File: src/rtl/dsp48a1_pkg.sv
// ============================================================================
//  Module   : dsp48a1_pkg
//  Brief    : Shared OPMODE field encodings, FSM state type and latency default
//             for the DSP48A1 multiply-accumulate sequencer.
//  Revision : 1.0 - initial release
// ============================================================================
`default_nettype none

package dsp48a1_pkg;

  localparam int DSP_LAT_DEF = 3;

  // OPMODE[1:0] selects the X multiplexer, OPMODE[3:2] the Z multiplexer.
  localparam logic [1:0] X_ZERO = 2'b00;
  localparam logic [1:0] X_M    = 2'b01;
  localparam logic [1:0] X_P    = 2'b10;
  localparam logic [1:0] X_DAB  = 2'b11;
  localparam logic [1:0] Z_ZERO = 2'b00;
  localparam logic [1:0] Z_PCIN = 2'b01;
  localparam logic [1:0] Z_P    = 2'b10;
  localparam logic [1:0] Z_C    = 2'b11;

  typedef enum logic [2:0] {
    IDLE  = 3'd0,
    RUN   = 3'd1,
    DRAIN = 3'd2,
    DONE  = 3'd3,
    CLR   = 3'd4
  } state_t;

  function automatic logic [7:0] opmode_word(input logic sub,
                                             input logic [1:0] z,
                                             input logic [1:0] x);
    return {sub, 3'b000, z, x};
  endfunction

endpackage

`default_nettype wire

File: src/rtl/mac_tag_pipe.sv
// ============================================================================
//  Module   : mac_tag_pipe
//  Brief    : Shift register of {valid, first} beat tags that tracks operand
//             pairs through the registered stages of the DSP slice.
//  Revision : 1.0 - initial release
// ============================================================================
`default_nettype none

module mac_tag_pipe #(
  parameter int DEPTH = 2
) (
  input  logic             clk,
  input  logic             rst,
  input  logic             valid_i,
  input  logic             first_i,
  output logic [DEPTH-1:0] valid_o,
  output logic [DEPTH-1:0] first_o
);

  logic [DEPTH-1:0] valid_q;
  logic [DEPTH-1:0] first_q;

  generate
    if (DEPTH > 1) begin : g_shift
      always_ff @(posedge clk) begin
        if (rst) begin
          valid_q <= '0;
          first_q <= '0;
        end else begin
          valid_q <= {valid_q[DEPTH-2:0], valid_i};
          // A bubble never carries the first marker.
          first_q <= {first_q[DEPTH-2:0], first_i & valid_i};
        end
      end
    end else begin : g_single
      always_ff @(posedge clk) begin
        if (rst) begin
          valid_q <= '0;
          first_q <= '0;
        end else begin
          valid_q <= valid_i;
          first_q <= first_i & valid_i;
        end
      end
    end
  endgenerate

  assign valid_o = valid_q;
  assign first_o = first_q;

endmodule

`default_nettype wire

File: src/rtl/dsp48a1_mac_ctrl.sv
// ============================================================================
//  Module   : dsp48a1_mac_ctrl
//  Brief    : Streams signed 18x18 operand pairs into one DSP48A1 slice and
//             steers OPMODE / clock enables so that P = sum(A[i]*B[i]).
//  Revision : 1.0 - initial release
// ============================================================================
`default_nettype none

module dsp48a1_mac_ctrl
  import dsp48a1_pkg::*;
#(
  parameter int LEN_W   = 16,
  parameter int ACC_SUB = 0,
  parameter int DSP_LAT = DSP_LAT_DEF
) (
  input  logic             clk,
  input  logic             rst,
  input  logic             start_i,
  input  logic [LEN_W-1:0] len_i,
  input  logic             s_valid_i,
  input  logic [17:0]      s_a_i,
  input  logic [17:0]      s_b_i,
  output logic             s_ready_o,
  output logic             res_valid_o,
  output logic [47:0]      res_data_o,
  input  logic             res_ready_i,
  output logic             busy_o,
  output logic [17:0]      dsp_a_o,
  output logic [17:0]      dsp_b_o,
  output logic [7:0]       dsp_opmode_o,
  output logic             dsp_cea_o,
  output logic             dsp_ceb_o,
  output logic             dsp_cem_o,
  output logic             dsp_ceopmode_o,
  output logic             dsp_cep_o,
  output logic             dsp_rst_o,
  input  logic [47:0]      dsp_p_i
);

  localparam int   DEPTH   = DSP_LAT - 1;
  localparam logic SUB_BIT = (ACC_SUB != 0);

  state_t           state_q, state_d;
  logic [LEN_W-1:0] rem_q, rem_d;
  logic             first_q, first_d;
  logic [7:0]       opmode_q;
  logic [7:0]       opmode_beat;
  logic [DEPTH-1:0] tag_valid;
  logic [DEPTH-1:0] tag_first;
  logic             beat;
  logic             unused_first;

  assign beat = (state_q == RUN) && s_valid_i;

  mac_tag_pipe #(
    .DEPTH(DEPTH)
  ) u_tag_pipe (
    .clk    (clk),
    .rst    (rst),
    .valid_i(beat),
    .first_i(first_q),
    .valid_o(tag_valid),
    .first_o(tag_first)
  );

  // Only the tag that lines up with the slice's M register steers OPMODE.
  assign unused_first = ^tag_first;

  always_comb begin
    state_d = state_q;
    rem_d   = rem_q;
    first_d = first_q;
    case (state_q)
      IDLE: begin
        if (start_i) begin
          if (len_i != '0) begin
            state_d = RUN;
            rem_d   = len_i;
            first_d = 1'b1;
          end else begin
            state_d = CLR;
          end
        end
      end
      RUN: begin
        if (beat) begin
          rem_d   = rem_q - 1'b1;
          first_d = 1'b0;
          if (rem_q == LEN_W'(1)) begin
            state_d = DRAIN;
          end
        end
      end
      DRAIN: begin
        if (tag_valid == '0) begin
          state_d = DONE;
        end
      end
      DONE: begin
        if (res_ready_i) begin
          state_d = IDLE;
        end
      end
      CLR: begin
        state_d = DONE;
      end
      default: begin
        state_d = IDLE;
      end
    endcase
  end

  always_ff @(posedge clk) begin
    if (rst) begin
      state_q  <= IDLE;
      rem_q    <= '0;
      first_q  <= 1'b0;
      opmode_q <= '0;
    end else begin
      state_q  <= state_d;
      rem_q    <= rem_d;
      first_q  <= first_d;
      opmode_q <= dsp_opmode_o;
    end
  end

  // First beat loads P with M alone; later beats accumulate onto P.
  assign opmode_beat  = opmode_word(SUB_BIT,
                                    tag_first[DEPTH-2] ? Z_ZERO : Z_P, X_M);
  assign dsp_opmode_o = tag_valid[DEPTH-2] ? opmode_beat : opmode_q;
  assign dsp_cep_o    = tag_valid[DEPTH-1];

  assign dsp_a_o        = s_a_i;
  assign dsp_b_o        = s_b_i;
  assign dsp_cea_o      = 1'b1;
  assign dsp_ceb_o      = 1'b1;
  assign dsp_cem_o      = 1'b1;
  assign dsp_ceopmode_o = 1'b1;
  // CLR wipes P so a zero-length job reports 0.
  assign dsp_rst_o      = rst || (state_q == CLR);

  assign s_ready_o   = (state_q == RUN);
  assign res_valid_o = (state_q == DONE);
  assign res_data_o  = dsp_p_i;
  assign busy_o      = (state_q != IDLE);

endmodule

`default_nettype wire

File: config.mk
export PLATFORM = sky130hd
export DESIGN_NAME = dsp48a1_mac_ctrl
export DESIGN_NICKNAME = d
export VERILOG_FILES = /design/src/rtl/dsp48a1_pkg.sv /design/src/rtl/mac_tag_pipe.sv /design/src/rtl/dsp48a1_mac_ctrl.sv
export SDC_FILE = /design/constraint.sdc
export NUM_CORES = 1
export LEC_CHECK = 0
export ABC_AREA = 1
export CAP_MARGIN = 20
export CORE_ASPECT_RATIO = 1.5
export CORE_MARGIN = 3
export CORE_UTILIZATION = 36
export DETAILED_ROUTE_END_ITERATION = 6
export PLACE_DENSITY = 0.88
export SYNTH_ARGS = -nofsm -noshare
export SYNTH_HDL_FRONTEND = slang
export SYNTH_SLANG_ARGS = --single-unit
File: constraint.sdc
create_clock -name clk -period 3.45 [get_ports clk]
set_clock_uncertainty 0.05 [all_clocks]
set_input_delay 0.69 -clock clk [delete_from_list [all_inputs] [get_ports clk]]
set_output_delay 0.69 -clock clk [all_outputs]
set_load 0.02 [all_outputs]
==> results.cfg <==
[pwr]
power.share.clock_pct = 16.9
p_sw_mw = 0.954
ir_worst_vdd_mv = 0.454
cellPowerDensity_nw_per_um2 = 829
leakage_nw = 1.08
p_seq_share_pct = 28.3
switching_share_pct = 49.0
intPower_mw = 0.994
share_comb_of_total_power_pct = 54.9

[setup_path]
path_cells = inv_1 > o21ai_0 > clkdlybuf4s50_1
worst_setup_path_end_kind = output port
crit_required_ns = 2.71
critPathArrivalTime_ns = 1.99
critical_path.max_fanout = 14
path_class = flip-flop to output port
cpMaxStageDelayCell = clkdlybuf4s50_1
max_stage_delay_ns = 0.65
start_kind = flip-flop
rrSetupSlack_ns = 1.73

[sta]
rsz0062_at_grt = false
finalHoldViolations = 0
finalSetupViolCount = 0
finalSetupTns_ns = 0
slew_violations = 0
final.min_clock_period_ns = 2.73
fin_crit_sh_pct = 79.3
hold_slack_ns = 0.386
fmax_mhz = 366

[clock_tree]
cts_made_buffers = 5
root_buffer = clkbuf_8
cts.reportedPaths.clkPinSlew_ns = 0.07
clock_latency_ns = 0.29
cts_setup_buffers = 0
cts_resized = 0
cts.sinks = 31
ctsHoldBuffers = 0
cts_tree = built
clockBufferDepth = 2
cts_htree_levels = 2

[global_routing]
grt_pass1_wl_um = 11200
grt_max_degree = 24
grt_antenna_before_repair = 0
grt_pass1_vias = 2054
overflow = 0
track_usage_pct = 18.7

[synthesis]
synth_seq_cells = 31
synth.avg_cell_area_um2 = 6.41
postSynthCellCount = 393
yosys_warnings = 0
synth_top_area_share_pct = 26.5
netlist_area_um2 = 2520
yosys-top-cells-area = buf_4 (27%), dfxtp_1 (25%), nand2_1 (15%)
seq_area_frac_synth_pct = 24.6
synth_top_cell_by_area = buf_4
ys_types = 29

[place]
dp_hpwl_um = 6170
io_buffers = 33
dp_cells = 411
gp_congestion = 0.880
placed_cell_area_um2 = 2250

[cells_and_area]
nets = 449
num_antenna_cells = 0
fillers = 717
layout_common_cells = nand2_1 (101), nor2_1 (51), inv_1 (36), clkdlybuf4s50_1 (33), dfxtp_1 (31)
final_cells = 419
design_area_um2 = 2350
final_common_cell = nand2_1
syn_to_final_growth_pct = -6.71
drive_gt1_share_pct = 5.83

[routing]
vias_per_cell = 4.95
wire_per_inst_um = 17.9
wirelength_um = 7520
dr_total_vias = 2075
dr.pass1.iters = 4
ant_nets = 0
drtIter0Drc = 87
drc = 0

[run_status]
status = completed

[floorplanning]
die_h_um = 108
core_um2 = 6620
fp.dieW_um = 74.3
pin_count = 206
rows = 36
dieArea_um2 = 8060
initial_utilization_pct = 38.0

[run]
cap_violations = 0

[worst_hold_path]
hold_class = flip-flop to flip-flop
==> kinds of logic after synthesis <==
group                    share of synthesized area [%]
AO/OA/AOI/OAI                                     6.91
XOR/XNOR                                         0.696
adder cells (fa/ha/maj)                          0.993
buffers and inverters                             34.8
flip-flops                                        24.6
multiplexers                                     0.795
other                                            0.149
AND/OR/NAND/NOR                                   31.0
==> power by group through the flow <==
stage,Sequential (mW),Clock (mW),Combinational (mW)
2_1_floorplan,0.528,0,1.01
3_3_place_gp,0.552,0,1.03
3_5_place_dp,0.556,0,1.06
4_1_cts,0.548,0.335,1.07
5_1_grt,0.565,0.346,1.23
6_report,0.551,0.329,1.07
==> state kept, by name, indices dropped and copies added (netlist names) <==
signal	count
rem_q	16
opmode_q	8
state_q	3
u_tag_pipe.valid_o	2
first_q	1
u_tag_pipe.first_o	1
==> cell usage after synthesis (all sizes together) <==
| cell type | instances |
|---|---|
| nand3b | 1 |
| xor2 | 2 |
| nor3 | 9 |
| buf | 93 |
| o22ai | 1 |
| and2 | 1 |
| nor2 | 52 |
| dfxtp | 31 |
| o21bai | 2 |
| ha | 2 |
| clkbuf | 3 |
| o21ai | 11 |
| nand4 | 5 |
| nand3 | 15 |
| conb | 1 |
| nand2 | 104 |
| inv | 39 |
| nor4 | 1 |
| mux2i | 2 |
| a21oi | 18 |
==> through the flow <==
stage | setup slack (ns) | utilization [%] | power [mW]
final | 0.715 | 35.5 | 1.95
after global routing | 0.557 | 35.5 | 2.14
after CTS | 0.685 | 35.5 | 1.95
after detailed placement | 0.723 | 33.9 | 1.62
after global placement | 0.727 | 33.9 | 1.58
after floorplan | 1.73 | - | 1.54
==> area by class of cell <==
type / count / area [um^2] / share of cell area [%]
tap: 76 / 95.1 / 4.05
inverter: 39 / 151 / 6.44
timing repair buffer: 35 / 345 / 14.7
sequential: 31 / 621 / 26.4
clock buffer: 7 / 96.3 / 4.10
multi-input combinational: 230 / 1030 / 44.0
clock inverter: 1 / 7.51 / 0.319
==> critical path: cells and delay by family (launching register included) <==
kind	cells	cell delay, ns
buf+inv	2	0.83
compound gates	1	0.25
flops	1	0.63
==> layer usage <==
metal  vias up  GRT usage [%]  wire, um
li1       1016              -         -
met4         0           12.5       460
met2        97           28.6      3380
met1       903           15.2      1970
met5         -              0         0
met3        59           17.2      1710
==> path summary, 6_finish.rpt <==
kind,cells past startpoint,to,start
worst max register to register,10,rem_q[12]$_SDFFE_PP0P_,state_q[2]$_SDFFE_PP0P_
worst min register to register,2,opmode_q[5]$_SDFF_PP0_,opmode_q[5]$_SDFF_PP0_
worst min-delay path,2,opmode_q[5]$_SDFF_PP0_,opmode_q[5]$_SDFF_PP0_
worst max-delay path,3,dsp_opmode_o[3],u_tag_pipe.valid_o[0]$_SDFF_PP0_
(Power assumes the default switching activity.)
